`config.mk`:
```
export PLATFORM = sky130hd
export DESIGN_NAME = obi_slice_flat
export DESIGN_NICKNAME = d
export VERILOG_FILES = /design/src/rtl/obi_slice_pkg.sv /design/src/rtl/obi_slice_if.sv /design/src/rtl/obi_slice_spill.sv /design/src/rtl/obi_slice.sv /design/src/flat_wrapper.sv
export SDC_FILE = /design/constraint.sdc
export NUM_CORES = 1
export LEC_CHECK = 0
export ABC_AREA = 1
export CAP_MARGIN = 20
export CORE_UTILIZATION = 48
export CTS_BUF_LIST = sky130_fd_sc_hd__clkbuf_8
export CTS_CLUSTER_SIZE = 12
export DETAILED_ROUTE_END_ITERATION = 10
export PLACE_DENSITY = 0.84
export SLEW_MARGIN = 0
export SYNTH_ARGS = -nofsm -noshare
export SYNTH_HDL_FRONTEND = slang
export SYNTH_HIERARCHICAL = 1
export SYNTH_SLANG_ARGS = --single-unit
```
`constraint.sdc`:
```
create_clock -name clk_i -period 1.8 [get_ports clk_i]
set_input_delay 0.36 -clock clk_i [delete_from_list [all_inputs] [get_ports clk_i]]
set_output_delay 0.36 -clock clk_i [all_outputs]
set_load 0.05 [all_outputs]
```
`src/rtl/obi_slice_pkg.sv`:
```
// Shared types and configuration for the OBI pipeline slice.
//   obi_cfg_t / ObiDefaultConfig : bus configuration (rready usage, integrity).
//   obi_a_chan_t / obi_r_chan_t  : A- and R-channel payloads, stored in the
//                                  slice buffers.
//   obi_req_t / obi_rsp_t        : full request/response bundles, for code
//                                  that carries the link as structs.
// Each buffer in the slice is 2 entries deep (head + skid). The depth is
// fixed and is not a parameter.
package obi_slice_pkg;

  typedef struct packed {
    logic UseRReady;
    logic Integrity;
  } obi_cfg_t;

  localparam obi_cfg_t ObiDefaultConfig = '{UseRReady: 1'b0, Integrity: 1'b0};

  localparam int unsigned ObiAddrW = 32;
  localparam int unsigned ObiDataW = 32;
  localparam int unsigned ObiIdW   = 2;

  typedef struct packed {
    logic [ObiAddrW-1:0]   addr;
    logic                  we;
    logic [ObiDataW/8-1:0] be;
    logic [ObiDataW-1:0]   wdata;
    logic [ObiIdW-1:0]     aid;
  } obi_a_chan_t;

  typedef struct packed {
    logic [ObiDataW-1:0] rdata;
    logic [ObiIdW-1:0]   rid;
    logic                err;
  } obi_r_chan_t;

  typedef struct packed {
    logic        req;
    obi_a_chan_t a;
    logic        rready;
  } obi_req_t;

  typedef struct packed {
    logic        gnt;
    logic        rvalid;
    obi_r_chan_t r;
  } obi_rsp_t;

endpackage

```
`src/rtl/obi_slice_if.sv`:
```
// One OBI link, with both the request half and the response half.
//   master : the manager side. It drives req, a and rready. It receives gnt,
//            rvalid and r.
//   slave  : the subordinate side. It receives req, a and rready. It drives
//            gnt, rvalid and r.
interface obi_slice_if;
  import obi_slice_pkg::*;

  logic        req;
  logic        gnt;
  obi_a_chan_t a;
  logic        rvalid;
  logic        rready;
  obi_r_chan_t r;

  modport master (output req, a, rready, input gnt, rvalid, r);
  modport slave  (input req, a, rready, output gnt, rvalid, r);
endinterface

```
`src/rtl/obi_slice_spill.sv`:
```
// A 2-entry spill register: a head register plus a skid register.
//   clk_i, rst_ni       : clock, and asynchronous active-low reset
//   valid_i/ready_o/data_i : upstream push side. ready_o comes only from flops.
//   valid_o/ready_i/data_o : downstream pop side. It is driven from the head
//                            register.
// The buffer gives full throughput. The head does not change while it is
// valid and not popped, so data_o stays stable under backpressure.
module obi_slice_spill #(
  parameter type data_t = logic
) (
  input  logic  clk_i,
  input  logic  rst_ni,
  input  logic  valid_i,
  output logic  ready_o,
  input  data_t data_i,
  output logic  valid_o,
  input  logic  ready_i,
  output data_t data_o
);

  logic  head_vld_q, skid_vld_q;
  data_t head_q, skid_q;
  logic  push, pop;

  // Accept whenever the skid register is free. When the head is busy, the
  // new beat lands in the skid register, so there is no combinational path
  // from ready_i to ready_o.
  assign ready_o = !skid_vld_q;
  assign valid_o = head_vld_q;
  assign data_o  = head_q;
  assign push    = valid_i && ready_o;
  assign pop     = valid_o && ready_i;

  always_ff @(posedge clk_i or negedge rst_ni) begin
    if (!rst_ni) begin
      head_vld_q <= 1'b0;
      skid_vld_q <= 1'b0;
      head_q     <= '0;
      skid_q     <= '0;
    end else if (pop) begin
      // A full buffer never pushes (ready_o=0). So on a pop, either the skid
      // entry moves up, or a new beat goes straight into the head.
      if (skid_vld_q) begin
        head_q     <= skid_q;
        skid_vld_q <= 1'b0;
      end else if (push) begin
        head_q <= data_i;
      end else begin
        head_vld_q <= 1'b0;
      end
    end else if (push) begin
      if (!head_vld_q) begin
        head_q     <= data_i;
        head_vld_q <= 1'b1;
      end else begin
        skid_q     <= data_i;
        skid_vld_q <= 1'b1;
      end
    end
  end

endmodule

```
`src/rtl/obi_slice.sv`:
```
// A registered OBI pipeline stage. It sits on one manager port of the OBI
// demultiplexer.
//   clk_i    : clock, rising edge
//   rst_ni   : asynchronous active-low reset
//   sbr_port : link from the upstream manager. The slice is the subordinate
//              on this link.
//   mgr_port : link to the downstream subordinate. The slice is the manager
//              on this link.
// The req/a and gnt paths always pass through a 2-entry spill register.
// Requests granted in cycle N appear downstream in cycle N+1.
// Optional macro OBI_SLICE_RSP_CUT_EN: the R path also goes through a
// spill register. This adds one cycle of response latency. Without the
// macro, the R path is combinational.
// The slice adds no limit on outstanding transactions. It keeps strict order.
module obi_slice
  import obi_slice_pkg::*;
#(
  parameter obi_cfg_t ObiCfg = ObiDefaultConfig
) (
  input  logic       clk_i,
  input  logic       rst_ni,
  obi_slice_if.slave  sbr_port,
  obi_slice_if.master mgr_port
);

  if (ObiCfg.Integrity) begin : g_integrity
    $fatal(1, "obi_slice: Integrity unimplemented");
  end

  // Without rready, upstream accepts every response beat.
  logic rsp_accept;
  assign rsp_accept = ObiCfg.UseRReady ? sbr_port.rready : 1'b1;

  obi_slice_spill #(.data_t(obi_a_chan_t)) i_a_spill (
    .clk_i   (clk_i),
    .rst_ni  (rst_ni),
    .valid_i (sbr_port.req),
    .ready_o (sbr_port.gnt),
    .data_i  (sbr_port.a),
    .valid_o (mgr_port.req),
    .ready_i (mgr_port.gnt),
    .data_o  (mgr_port.a)
  );

`ifdef OBI_SLICE_RSP_CUT_EN
  logic rsp_buf_ready;

  // When rready is not used, rsp_accept is tied high. The skid register
  // then never fills, and only the head register acts as a stage.
  obi_slice_spill #(.data_t(obi_r_chan_t)) i_r_spill (
    .clk_i   (clk_i),
    .rst_ni  (rst_ni),
    .valid_i (mgr_port.rvalid),
    .ready_o (rsp_buf_ready),
    .data_i  (mgr_port.r),
    .valid_o (sbr_port.rvalid),
    .ready_i (rsp_accept),
    .data_o  (sbr_port.r)
  );

  assign mgr_port.rready = ObiCfg.UseRReady ? rsp_buf_ready : 1'b1;
`else
  assign sbr_port.rvalid = mgr_port.rvalid;
  assign sbr_port.r      = mgr_port.r;
  // rready is tied high when the bus does not use it.
  assign mgr_port.rready = rsp_accept;
`endif

endmodule
```
`src/flat_wrapper.sv`:
```
// flat-port wrapper written by rule: the top's interface ports become plain ports
module obi_slice_flat import obi_slice_pkg::*;
#(
  parameter obi_cfg_t ObiCfg = ObiDefaultConfig
)
  (clk_i, rst_ni, sbr_port_req, sbr_port_a, sbr_port_rready, sbr_port_gnt, sbr_port_rvalid, sbr_port_r, mgr_port_req, mgr_port_a, mgr_port_rready, mgr_port_gnt, mgr_port_rvalid, mgr_port_r);
  obi_slice_if sbr_port_i ();
  obi_slice_if mgr_port_i ();
  input  logic clk_i;
  input  logic rst_ni;
  input wire logic [$bits(sbr_port_i.req)-1:0] sbr_port_req;
  input wire logic [$bits(sbr_port_i.a)-1:0] sbr_port_a;
  input wire logic [$bits(sbr_port_i.rready)-1:0] sbr_port_rready;
  output wire logic [$bits(sbr_port_i.gnt)-1:0] sbr_port_gnt;
  output wire logic [$bits(sbr_port_i.rvalid)-1:0] sbr_port_rvalid;
  output wire logic [$bits(sbr_port_i.r)-1:0] sbr_port_r;
  output wire logic [$bits(mgr_port_i.req)-1:0] mgr_port_req;
  output wire logic [$bits(mgr_port_i.a)-1:0] mgr_port_a;
  output wire logic [$bits(mgr_port_i.rready)-1:0] mgr_port_rready;
  input wire logic [$bits(mgr_port_i.gnt)-1:0] mgr_port_gnt;
  input wire logic [$bits(mgr_port_i.rvalid)-1:0] mgr_port_rvalid;
  input wire logic [$bits(mgr_port_i.r)-1:0] mgr_port_r;
  assign sbr_port_i.req = sbr_port_req;
  assign sbr_port_i.a = sbr_port_a;
  assign sbr_port_i.rready = sbr_port_rready;
  assign sbr_port_gnt = sbr_port_i.gnt;
  assign sbr_port_rvalid = sbr_port_i.rvalid;
  assign sbr_port_r = sbr_port_i.r;
  assign mgr_port_req = mgr_port_i.req;
  assign mgr_port_a = mgr_port_i.a;
  assign mgr_port_rready = mgr_port_i.rready;
  assign mgr_port_i.gnt = mgr_port_gnt;
  assign mgr_port_i.rvalid = mgr_port_rvalid;
  assign mgr_port_i.r = mgr_port_r;
  obi_slice #(.ObiCfg(ObiCfg)) u_core (.clk_i(clk_i), .rst_ni(rst_ni), .sbr_port(sbr_port_i), .mgr_port(mgr_port_i));
endmodule
```
==> results.txt <==
Status - complete, no violations
Die height - 121 um
Syn Area/Cell - 7.70 um2
Routability-driven placement congestion ratio - 0.778
Longest Clk Path Bufs - 2
Max IR drop VDD - 0.935 mV
TritonCTS clock tree - built
Unrepaired setup endpoints after global routing - no
Total wire length - 15100 um
Grt total ovfl - 0
Vias per cell - 4.74
Number of synthesis warnings - 6
Critical path class - primary input to flop
Iteration-0 DRC Markers - 356
CTS resizes - 0
DRT Pass-1 Iters - 5
Mapped cell area - 0.00683 mm2
Fin. Hold Viols - 0
Period utilization - 0.908
EDFF count, synth - 0
Asr flop ratio synth - 1.00
Clock slew at reported path FFs - 0.07 ns
Total instance count after detailed placement - 1158
Pre-CTS setup slack - -0.288 ns
Mapped Nets - 1000
Slew Viols, Final - 0
CTS Buf Count - 17
R2R depth - 9
Sw frac - 0.444
Antenna violations before repair - 0
Int Pwr - 9260 uW
Rows - 43
Final Instance Count excl. Fillers - 1191
R2r setup slk - 0.19 ns
Top cell type's share of synthesized area - 0.528
Post-layout util - 0.625
Reg-to-reg startpoint - u_core/i_a_spill/skid_vld_q
Final setup violation count - 0
Sequential power share - 0.338
Number of clock sinks - 144
Yosys cell types - 18
Hold WC Path Type - primary input to asynchronous set/reset pin
CTS Root Cell - clkbuf_8
Final nets - 1111
PnR Total Power - 16700 uW
Setup Skew - 0.0116 ns
Share of cells above drive strength 1 - 0.133
Routed WL per cell - 12.6 um
Crit start category - primary input
Detail Route Antenna Nets - 0
Crit. End Element - flop
Setup WS post-layout - 0.166 ns
Period minus WS final - 1.63 ns
Arrival time at the worst endpoint - 2.01 ns
Largest net degree at the start of global routing - 50
Vias in the first global route - 5394
Max-Cap Viols - 0
Post-synthesis sequential area ratio - 0.528
Worst skew pair latency - 0.44 ns
Clock power share - 0.191
# IOs - 222
Leak - 0.00480 uW
Crit path max fanout - 42
Area contributors post-synth - dfrtp_1, nand2_1, inv_1
Max Fclk - 612 MHz
Post-route DRC - 0
Area grow syn2layout - 27.1%
Worst EP required - 2.18 ns
Diode count - 0
Synth cell count leaders - nand2_1, inv_1, dfrtp_1
Via count - 5645
Area leader, netlist - dfrtp_1
P_sw - 7400 uW
CORE AREA - 0.0139 mm2
Initial Util - 0.492
H-tree Lvls - 4
Ys flop type - dfrtp_1
First-pass GRT wire length - 25300 um
IO Port Bufs - 147
Count leader, synth - nand2_1
GR Util All Layers - 0.222
Number of post-CTS setup repair buffers - 0
Post-DP HPWL - 9910 um
Comb power frac - 0.470
Die area - 0.0147 mm2
Synthesized flop and latch total - 144
Filler Cell Count - 1207
DIE WIDTH - 121 um
R2r endpoint - u_core/i_a_spill/data_o[66]
Synthesized instance count - 887
PwrDens - 1920 mW/mm2
## critical path, cell delays in order
cell	delay [ns]
clkdlybuf4s50_1	0.47
inv_1	0.04
nor2_1	0.11
inv_1	0.06
ha_1	0.22
inv_1	0.07
nand2_1	0.08
nor2_4	0.15
buf_12	0.24
nand3_1	0.11
nand2_1	0.08
## worst max path at each step
stage	start	endpoint	cells after the start	slack, ns
2_1_floorplan	u_core/i_a_spill/valid_o	u_core/i_a_spill/data_o[0]	8	0.07
3_3_place_gp	sbr_port_req	u_core/i_a_spill/data_o[16]	11	-0.23
3_5_place_dp	sbr_port_req	u_core/i_a_spill/data_o[66]	11	-0.29
4_1_cts	u_core/i_a_spill/skid_vld_q	sbr_port_gnt	3	0.19
5_1_grt	u_core/i_a_spill/skid_vld_q	u_core/i_a_spill/data_o[35]	9	0.06
6_report	sbr_port_req	u_core/i_a_spill/data_o[66]	11	0.17
## power by group through the flow
stage                     Sequential, uW  Combinational [uW]  Clock (uW)
after floorplan                     8250                2890           0
after global placement              5620                7700           0
after detailed placement            5660                7880           0
after CTS                           5630                7910        3240
after global routing                5820                8550        3390
final                               5630                7830        3190
## layer usage
metal / track usage / vias up / routed length, um
met5: 0 / - / 0
met1: 0.278 / 2611 / 6520
met3: 0.0456 / 32 / 824
met4: 0.105 / 0 / 391
met2: 0.367 / 172 / 7320
li1: - / 2830 / -
## per-stage QoR
stage / setup TNS (ns) / hold WS (ns) / cell area (um2)
3_3_place_gp: -14.90 / 0.307 / 8170
6_report: 0 / 0.414 / 8680
4_1_cts: 0 / 0.388 / 8680
3_5_place_dp: -17.42 / 0.312 / 8170
5_1_grt: 0 / 0.435 / 8680
2_1_floorplan: 0 / 0.0644 / 6830
## repair_timing
action / in CTS / in global routing
hold buffers: 1 / 0
endpoints found under the hold margin: 38 / 0
endpoints found under the setup margin: 0 / 0
## layout by cell type, fill, tap and decap left out, drive strengths merged
| cell type | n |
|---|---|
| bufinv | 7 |
| buf | 98 |
| dlygate4sd3 | 1 |
| a21oi | 1 |
| clkdlybuf4s50 | 73 |
| nor3 | 1 |
| o21ai | 73 |
| clkinv | 3 |
| conb | 1 |
| nor2 | 4 |
| nand3 | 73 |
| clkbuf | 19 |
| inv | 152 |
| ha | 1 |
| dfrtp | 144 |
| nand2 | 359 |
| clkinvlp | 1 |
## registers in the layout, summed over array words and instances, names as in the netlist
signal and flops:
u_core/i_a_spill/valid_o 1, u_core/i_a_spill/skid_vld_q 1, u_core/i_a_spill/data_o 71, u_core/i_a_spill/skid_q 71
## layout make-up
type / count / area [um2] / share of cell area
sequential: 144 / 3600 / 0.415
multi-input combinational: 513 / 2150 / 0.248
timing repair buffer: 172 / 1630 / 0.188
inverter: 150 / 563 / 0.0649
clock buffer: 19 / 262 / 0.0301
clock inverter: 13 / 240 / 0.0277
tap: 180 / 225 / 0.0260
## kinds of logic after synthesis
family,after synthesis,share of synthesized area
AND/OR/NAND/NOR,437,0.256
buffers and inverters,230,0.160
flip-flops,144,0.528
AO/OA/AOI/OAI,74,0.0542
adder cells (fa/ha/maj),1,0.00183
other,1,0.000549
Note: power is estimated with default switching activity, not from simulation.
